File: src/rtl/hazard_pkg.sv
// Shared types for the hazard/forwarding unit: stage destination tag and operand select codes.
package hazard_pkg;
  localparam int TAG_RD_W = 8;

  typedef struct packed {
    logic                v;
    logic [TAG_RD_W-1:0] rd;
    logic                rf_en;
    logic                load;
  } stage_tag_t;

  localparam logic [1:0] SEL_RF  = 2'd0;
  localparam logic [1:0] SEL_EX  = 2'd1;
  localparam logic [1:0] SEL_MEM = 2'd2;
  localparam logic [1:0] SEL_WB  = 2'd3;
endpackage

File: src/rtl/hazard_src_cmp.sv
// One ID source operand checked against the EX/MEM/WB tags: operand select and load-use flag.
module hazard_src_cmp
  import hazard_pkg::*;
#(
  parameter int REG_AW = 4,
  parameter int PC_REG = 15
) (
  input  logic [REG_AW-1:0] i_src,
  input  logic              i_use,
  input  stage_tag_t        i_ex,
  input  stage_tag_t        i_mem,
  input  stage_tag_t        i_wb,
  output logic [1:0]        o_sel,
  output logic              o_load_use
);
  localparam logic [TAG_RD_W-1:0] PC_IDX = TAG_RD_W'(PC_REG);

  logic [TAG_RD_W-1:0] w_src;
  logic w_live, w_ex_hit, w_mem_hit, w_wb_hit;

  assign w_src  = TAG_RD_W'(i_src);
  // The PC always reads its live value, so it never takes a bypass path.
  assign w_live = i_use & (w_src != PC_IDX);

  assign w_ex_hit  = w_live & i_ex.v  & i_ex.rf_en  & (i_ex.rd  == w_src);
  assign w_mem_hit = w_live & i_mem.v & i_mem.rf_en & (i_mem.rd == w_src);
  assign w_wb_hit  = w_live & i_wb.v  & i_wb.rf_en  & (i_wb.rd  == w_src);

  always_comb begin
    o_sel = SEL_RF;
    if (w_ex_hit)       o_sel = SEL_EX;
    else if (w_mem_hit) o_sel = SEL_MEM;
    else if (w_wb_hit)  o_sel = SEL_WB;
  end

  assign o_load_use = w_ex_hit & i_ex.load;
endmodule

File: src/rtl/hazard_fwd_unit.sv
// Hazard/forwarding unit with its own EX/MEM/WB tag pipeline, mem_busy freeze and flush.
// Optional stall performance counter: define HAZARD_PERF_CNT_EN.
module hazard_fwd_unit
  import hazard_pkg::*;
#(
  parameter int NUM_SRC = 3,
  parameter int REG_AW  = 4,
  parameter int PC_REG  = 15
) (
  input  logic                      clk,
  input  logic                      reset,
  input  logic                      id_valid,
  input  logic [REG_AW-1:0]         id_rd,
  input  logic                      id_rf_en,
  input  logic                      id_load,
  input  logic [NUM_SRC*REG_AW-1:0] id_src,
  input  logic [NUM_SRC-1:0]        id_src_use,
  input  logic                      flush,
  input  logic                      mem_busy,
  output logic [2*NUM_SRC-1:0]      fwd_sel,
  output logic                      stall,
  output logic                      pc_en,
  output logic                      if_id_en,
  output logic                      nop_ex,
  output logic [15:0]               stall_cnt
);
  stage_tag_t r_ex, r_mem, r_wb;
  stage_tag_t w_id_tag;
  logic [NUM_SRC-1:0] w_lu;
  logic w_load_use;

  for (genvar g = 0; g < NUM_SRC; g++) begin : g_src
    hazard_src_cmp #(.REG_AW(REG_AW), .PC_REG(PC_REG)) u_cmp (
      .i_src      (id_src[g*REG_AW +: REG_AW]),
      .i_use      (id_src_use[g]),
      .i_ex       (r_ex),
      .i_mem      (r_mem),
      .i_wb       (r_wb),
      .o_sel      (fwd_sel[2*g +: 2]),
      .o_load_use (w_lu[g])
    );
  end

  assign w_load_use = id_valid & (|w_lu);
  // A squashed instruction must not hold up fetch of the branch target.
  assign stall      = mem_busy | (w_load_use & ~flush);
  assign pc_en      = ~stall;
  assign if_id_en   = ~stall;
  assign nop_ex     = ~mem_busy & (w_load_use | flush | ~id_valid);

  assign w_id_tag = '{v: id_valid, rd: TAG_RD_W'(id_rd), rf_en: id_rf_en, load: id_load};

  // The whole tag pipe freezes while data memory is busy, so selects stay stable.
  always_ff @(posedge clk or negedge reset) begin
    if (!reset) begin
      r_ex  <= '0;
      r_mem <= '0;
      r_wb  <= '0;
    end else if (!mem_busy) begin
      r_wb  <= r_mem;
      r_mem <= r_ex;
      r_ex  <= nop_ex ? '0 : w_id_tag;
    end
  end

`ifdef HAZARD_PERF_CNT_EN
  logic [15:0] r_stall_cnt;
  always_ff @(posedge clk or negedge reset) begin
    if (!reset)                             r_stall_cnt <= '0;
    else if (stall && r_stall_cnt != '1)    r_stall_cnt <= r_stall_cnt + 16'd1;
  end
  assign stall_cnt = r_stall_cnt;
`else
  assign stall_cnt = '0;
`endif
endmodule
File: config.mk
export PLATFORM = sky130hd
export DESIGN_NAME = hazard_fwd_unit
export DESIGN_NICKNAME = d
export VERILOG_FILES = /design/src/rtl/hazard_pkg.sv /design/src/rtl/hazard_src_cmp.sv /design/src/rtl/hazard_fwd_unit.sv
export SDC_FILE = /design/constraint.sdc
export NUM_CORES = 1
export LEC_CHECK = 0
export CAP_MARGIN = 10
export CORE_UTILIZATION = 46
export CTS_BUF_LIST = sky130_fd_sc_hd__clkbuf_8
export CTS_CLUSTER_DIAMETER = 200
export DETAILED_ROUTE_END_ITERATION = 8
export GPL_ROUTABILITY_DRIVEN = 0
export PLACE_DENSITY = 0.81
export SLEW_MARGIN = 10
export SYNTH_ARGS = -nofsm -noshare
export SYNTH_HDL_FRONTEND = slang
export SYNTH_SLANG_ARGS = --single-unit
File: constraint.sdc
create_clock -name clk -period 3.1 [get_ports clk]
set_clock_uncertainty 0.2 [all_clocks]
set_input_delay 0.62 -clock clk [delete_from_list [all_inputs] [get_ports clk]]
set_output_delay 0.62 -clock clk [all_outputs]
set_load 0.02 [all_outputs]
# ---- Word-level counts from Yosys, hierarchy flattened
# Cells that the tools add are included.
dict set report classes {
  n_addsub 0
  mul 0
  div_mod_pow 0
  order_cmp 0
  n_eq_ne 12
  n_shift 0
  muxes 10
  n_bitwise 43
  n_reduce_logical 1
}
# operator count
set op_table {}
lappend op_table {{$eq 8x4->1} 9}
lappend op_table {{$and 1x1->1} 36}
lappend op_table {{$mux 2} 9}
lappend op_table {{$ne 4x4->1 const B} 3}
lappend op_table {{$mux 11} 1}
lappend op_table {{$not 1->1} 4}
lappend op_table {{$or 1x1->1} 3}
lappend op_table {{$reduce_or 3->1} 1}
dict set report word_totals {
  reg_bits 31
  latch_bits 0
  ramBits 0
  rom_bits 0
  inputBits 26
  output_inout_bits 26
  word_cells 76
  n_memories 0
}

# ---- Logic depth before layout (Yosys ltp)
dict set report logic_depth {
  ltp_word 12
  ltp_mapped 6
  depth_no_buf 5
}

# ---- Cells and area by module
# A second synthesis with hierarchy kept.
dict set report unflattened {
  cells_unflattened 175
  hier_area_um2 1689.1
}
# mod instances cells_per_inst area_each_um2 seq_area_each_um2
set modules_own_cells {}
lappend modules_own_cells {hazard_fwd_unit 1 85 1043.5 525.5}
lappend modules_own_cells {hazard_src_cmp 3 30 215.2 0.0}

# ---- Worst setup path after synthesis
# Ideal clock, no wire load.
dict set report synth_timing {
  path_type {input to output}
  from {input id_src[9]}
  to {output pc_en}
  arrival_ps 2186
  t_required_ps 2280
  path_slack_ps 94
  cell_stages 6
  path_buffers 1
  path_cell_list {xor2_1 -> or3_1 -> or4_4 -> a31oi_4 -> a21oi_1 -> buf_4}
}
dict set report synth_via {
  elab_chain_cells 11
  word_cells_on_any_way 12
  cone_classes {eq/ne (2); bitwise (9); reduce/logical (1)}
}
# element line_no
set synth_lines {}
lappend synth_lines {{start, declared} hazard_fwd_unit.sv:16} ;# input logic [NUM_SRC*REG_AW-1:0] id_src,
lappend synth_lines {{$ne 4x4->1} hazard_src_cmp.sv:23} ;# assign w_live = i_use & (w_src != PC_IDX);
lappend synth_lines {{$and 1x1->1} hazard_src_cmp.sv:23}
lappend synth_lines {{$and 1x1->1 (2 in a row)} hazard_src_cmp.sv:25} ;# assign w_ex_hit = w_live & i_ex.v & i_ex.rf_en & (i_ex.rd == w_src);
lappend synth_lines {{$and 1x1->1 (*)} hazard_src_cmp.sv:25}
lappend synth_lines {{$and 1x1->1 (*)} hazard_src_cmp.sv:36} ;# assign o_load_use = w_ex_hit & i_ex.load;
lappend synth_lines {{$reduce_or 3->1 (*)} hazard_fwd_unit.sv:44} ;# assign w_load_use = id_valid & (|w_lu);
lappend synth_lines {{$and 1x1->1 (*)} hazard_fwd_unit.sv:44}
lappend synth_lines {{$and 1x1->1 (*)} hazard_fwd_unit.sv:46} ;# assign stall = mem_busy | (w_load_use & ~flush);
lappend synth_lines {{$or 1x1->1 (*)} hazard_fwd_unit.sv:46}
lappend synth_lines {{$not 1->1 (*)} n/a}
lappend synth_lines {{end, declared} hazard_fwd_unit.sv:22} ;# output logic pc_en,
# Mark *: on every way between the ends. The rest lies on a longest branch, timed or not.

# ---- Final worst setup path
dict set report layout_timing {
  from {input id_src[8]}
  to {output nop_ex}
}
dict set report layout_via {
  elab_chain_cells 11
  word_cells_on_any_way 12
  cone_classes {eq/ne (2); bitwise (9); reduce/logical (1)}
}
# element line_no
set layout_lines {}
lappend layout_lines {{$ne 4x4->1} hazard_src_cmp.sv:23}
lappend layout_lines {{$and 1x1->1} hazard_src_cmp.sv:23}
lappend layout_lines {{$and 1x1->1 (2 in a row)} hazard_src_cmp.sv:25}
lappend layout_lines {{$and 1x1->1 (*)} hazard_src_cmp.sv:25}
lappend layout_lines {{$and 1x1->1 (*)} hazard_src_cmp.sv:36}
lappend layout_lines {{$reduce_or 3->1 (*)} hazard_fwd_unit.sv:44}
lappend layout_lines {{$and 1x1->1 (*)} hazard_fwd_unit.sv:44}
lappend layout_lines {{$or 1x1->1 (*) (2 in a row)} hazard_fwd_unit.sv:49} ;# assign nop_ex = ~mem_busy & (w_load_use | flush | ~id_valid);
lappend layout_lines {{$and 1x1->1 (*)} hazard_fwd_unit.sv:49}
lappend layout_lines {{end, declared} hazard_fwd_unit.sv:24} ;# output logic nop_ex,
# Marked as above.

==> impl_metrics.csv <==
group,metric,value,unit
outcome,outcome,"complete, no violations",
pwr,peakVddDrop,0.000301,V
worst_setup_path,reg2regPathDepth,8,
sta,setup_viol,0,
floorplan,die_h,58.7,um
worst_setup_path,crit_type,"primary input to output pin",
global_route,grt_pass1_vias,1401,
synthesis,avgSynthCellArea,9.60,um^2
place,dpl_cell_area,1980,um^2
cells_and_area,diodes,0,
pwr,power.share.switching,31.4,%
global_route,antenna_found_initial,0,
worst_setup_path,required,2.28,ns
floorplan,ios,52,
clock_network,cts_tree,"yes",
clock_network,cts_hold_buf,0,
synthesis,synthDistinctLibCells,30,
synthesis,ys_seq_elements,19,
sta,finalCritPeriodShare,97.2,%
cells_and_area,nets,243,
hold_path,hold_path.class,"flop to flop",
route,first_iter_violations,70,
synthesis,yosysWarnings,0,
cells_and_area,area_growth,38.7,%
global_route,grt_pass1_wl,6.25,mm
route,dr_total_vias,1340,
route,drcViolationCount,0,
pwr,comb_power_share,31.8,%
floorplan,num_rows,20,
floorplan,fp.dieW,58.7,um
floorplan,start_util,48.4,%
pwr,internal_power,0.000471,W
global_route,grt_use_total,24.4,%
worst_setup_path,start_kind,"primary input",
worst_setup_path,r2r-end,"r_ex[3]$_DFFE_PN0N_",
synthesis,yosys.area.top_type,"dfrtp_1",
clock_network,clk_latency,0.25,ns
clock_network,cts_max_path_buffers,2,
floorplan,dieArea,3450,um^2
sta,hold_violations,0,
synthesis,synth_area_leaders,"dfrtp_1 (32%), xnor2_1 (12%), xor2_1 (9.5%)",
hold_path,hold_end,"r_ex[0]$_DFFE_PN0N_",
sta,fin_tns_setup,0,ns
global_route,grt_max_degree,20,
worst_setup_path,path_max_fanout,3,
synthesis,syn-cell-area,1480,um^2
synthesis,synthCells,154,
pwr,pwr_density_cell,335,nW/um^2
route,via_per_inst,5.15,
hold_path,whs_path_depth,2,
clock_network,clk_pin_slew_worst_paths,0.07,ns
worst_setup_path,cp.arrival,2.19,ns
pwr,seqPwrFrac,43.6,%
pwr,power_frac_clock,24.6,%
global_route,grt_overflow_total,0,
place,hpwl,2.97,mm
synthesis,synth-seq-area-share,32.1,%
route,final_antenna_net_count,0,
clock_network,numCtsBuffers,3,
hold_path,hp-start,"r_ex[0]$_DFFE_PN0N_",
sta,max_slew_margin,44.6,%
clock_network,htree_levels,1,
pwr,p_switching,0.000216,W
sta,fmax,332,MHz
route,postRouteWirelength,3.85,mm
route,firstDrtPassIters,4,
sta,min_period,3.01,ns
sta,grt_setup_unrepaired,"no",
job,maxCapViolCount,0,
synthesis,synth_top_area_share,32.1,%
worst_setup_path,r2r_setup_slack,0.80,ns
cells_and_area,final_area,2050,um^2
place,io_buffers,35,
sta,worst_pin_slew,0.829,ns
sta,maxSlewViolCount,0,
route,wl_per_cell,14.8,um
worst_setup_path,rr_startpoint,"r_ex[3]$_DFFE_PN0N_",
floorplan,core_region_area,3050,um^2
clock_network,cts-root-buf,"clkbuf_8",
clock_network,clock_sinks,19,
pwr,p_leak,0.980,nW
worst_setup_path,cp-end-kind,"output pin",
cells_and_area,drive_gt1_share,31.9,%
[layout by cell type (no fill, tap or decap), drive strengths merged]
master / instances
buf: 41
xnor2: 20
dfrtp: 19
xor2: 16
conb: 16
nand2: 13
clkdlybuf4s50: 13
mux2: 12
nand4: 6
inv: 6
nor4: 6
nand3: 5
dlygate4sd2: 5
nand2b: 4
o31ai: 4
clkbuf: 4
or4: 3
o21a: 3
dlymetal6s2s: 3
or3: 3
o21ai: 2
a21o: 2
and2: 1
nor2b: 1
a41oi: 1
a31oi: 1
a21oi: 1
nor3: 1
o41ai: 1
mux2i: 1
nor2: 1
clkinv: 1
[critical path, cell delays in order]
cell and delay, ns:
clkbuf_2 0.10, xor2_1 0.17, or3_4 0.38, or4_4 0.56, a41oi_2 0.19, buf_4 0.18
[final cells by class]
class	instances	area (um^2)
Multi-Input combinational cell	124	930
Inverter	6	22.5
Fill cell	236	1000
Sequential cell	19	477
Tap cell	44	55.1
Timing Repair Buffer	63	520
Clock inverter	1	5.00
Clock buffer	3	41.3
[power by group through the flow]
stage	combinational (W)	sequential, W	clock (W)
floorplan	0.000131	0.000297	0
global placement	0.000199	0.000304	0
detailed placement	0.000209	0.000304	0
CTS	0.000210	0.000299	0.000175
global route	0.000235	0.000302	0.000187
finish	0.000218	0.000299	0.000169
[metal layers]
layer  global-route usage [%]  wire length [um]  vias to the layer above
met5                        0                 0                        -
met4                     17.0               212                        0
met3                     3.96               214                       19
met2                     41.7              1900                       60
met1                     27.9              1520                      635
li1                         -                 -                      626
[synthesized netlist by cell type]
master    instances
xnor2_1          20
dfrtp_1          19
buf_4            17
xor2_1           16
nand2_1          13
mux2_2           12
inv_1             6
nand4_1           6
nor4_1            6
nand3_1           5
nand2b_1          4
o31ai_1           4
clkbuf_1          3
o21a_1            3
or4_4             3
a21o_1            2
or3_1             2
a21oi_1           1
a31oi_4           1
a41oi_2           1
and2_1            1
conb_1            1
mux2i_1           1
nor2_1            1
nor2b_1           1
nor3_1            1
o21ai_0           1
o21ai_1           1
o41ai_1           1
or3_2             1
[repair_timing]
| item | CTS | global route |
|---|---|---|
| pin swaps | 10 | 8 |
| resized for setup | 73 | 8 |
| setup endpoints to repair | 10 | 8 |
| setup buffers | 2 | 2 |
[how the worst max path moves through the flow]
stage / start / endpoint / cells after the start
after detailed placement: id_src[8] / nop_ex / 6
after global routing: id_src[1] / stall / 8
after CTS: id_src[8] / nop_ex / 6
final: id_src[8] / nop_ex / 6
after floorplan: id_src[9] / pc_en / 6
after global placement: id_src[8] / nop_ex / 6
[kinds of logic after synthesis]
kind of cell,count (synthesis),synth area share (%)
DFF,19,32.1
other,1,0.254
AOI/OAI and AO/OA,15,8.71
and+or+nand+nor,44,16.8
xor gates and xnor gates,36,21.3
muxes,13,9.81
buffers and inverters,26,10.9
[state kept, by name (all words and copies together), names as in the netlist]
name   count
r_ex       7
r_wb       6
r_mem      6
[through the flow]
step	instances	power [W]	hold slack [ns]	setup WS, ns	utilization, %
3_5_place_dp	252	0.000513	0.274	-0.682	64.9
5_1_grt	260	0.000724	0.319	0.0127	67.2
4_1_cts	258	0.000684	0.291	-0.0615	65.9
2_1_floorplan	169	0.000428	0.124	0.0945	-
3_3_place_gp	252	0.000503	0.268	-0.664	64.9
6_report	260	0.000687	0.291	0.0866	67.2
Power figures use the tool's default switching activity.
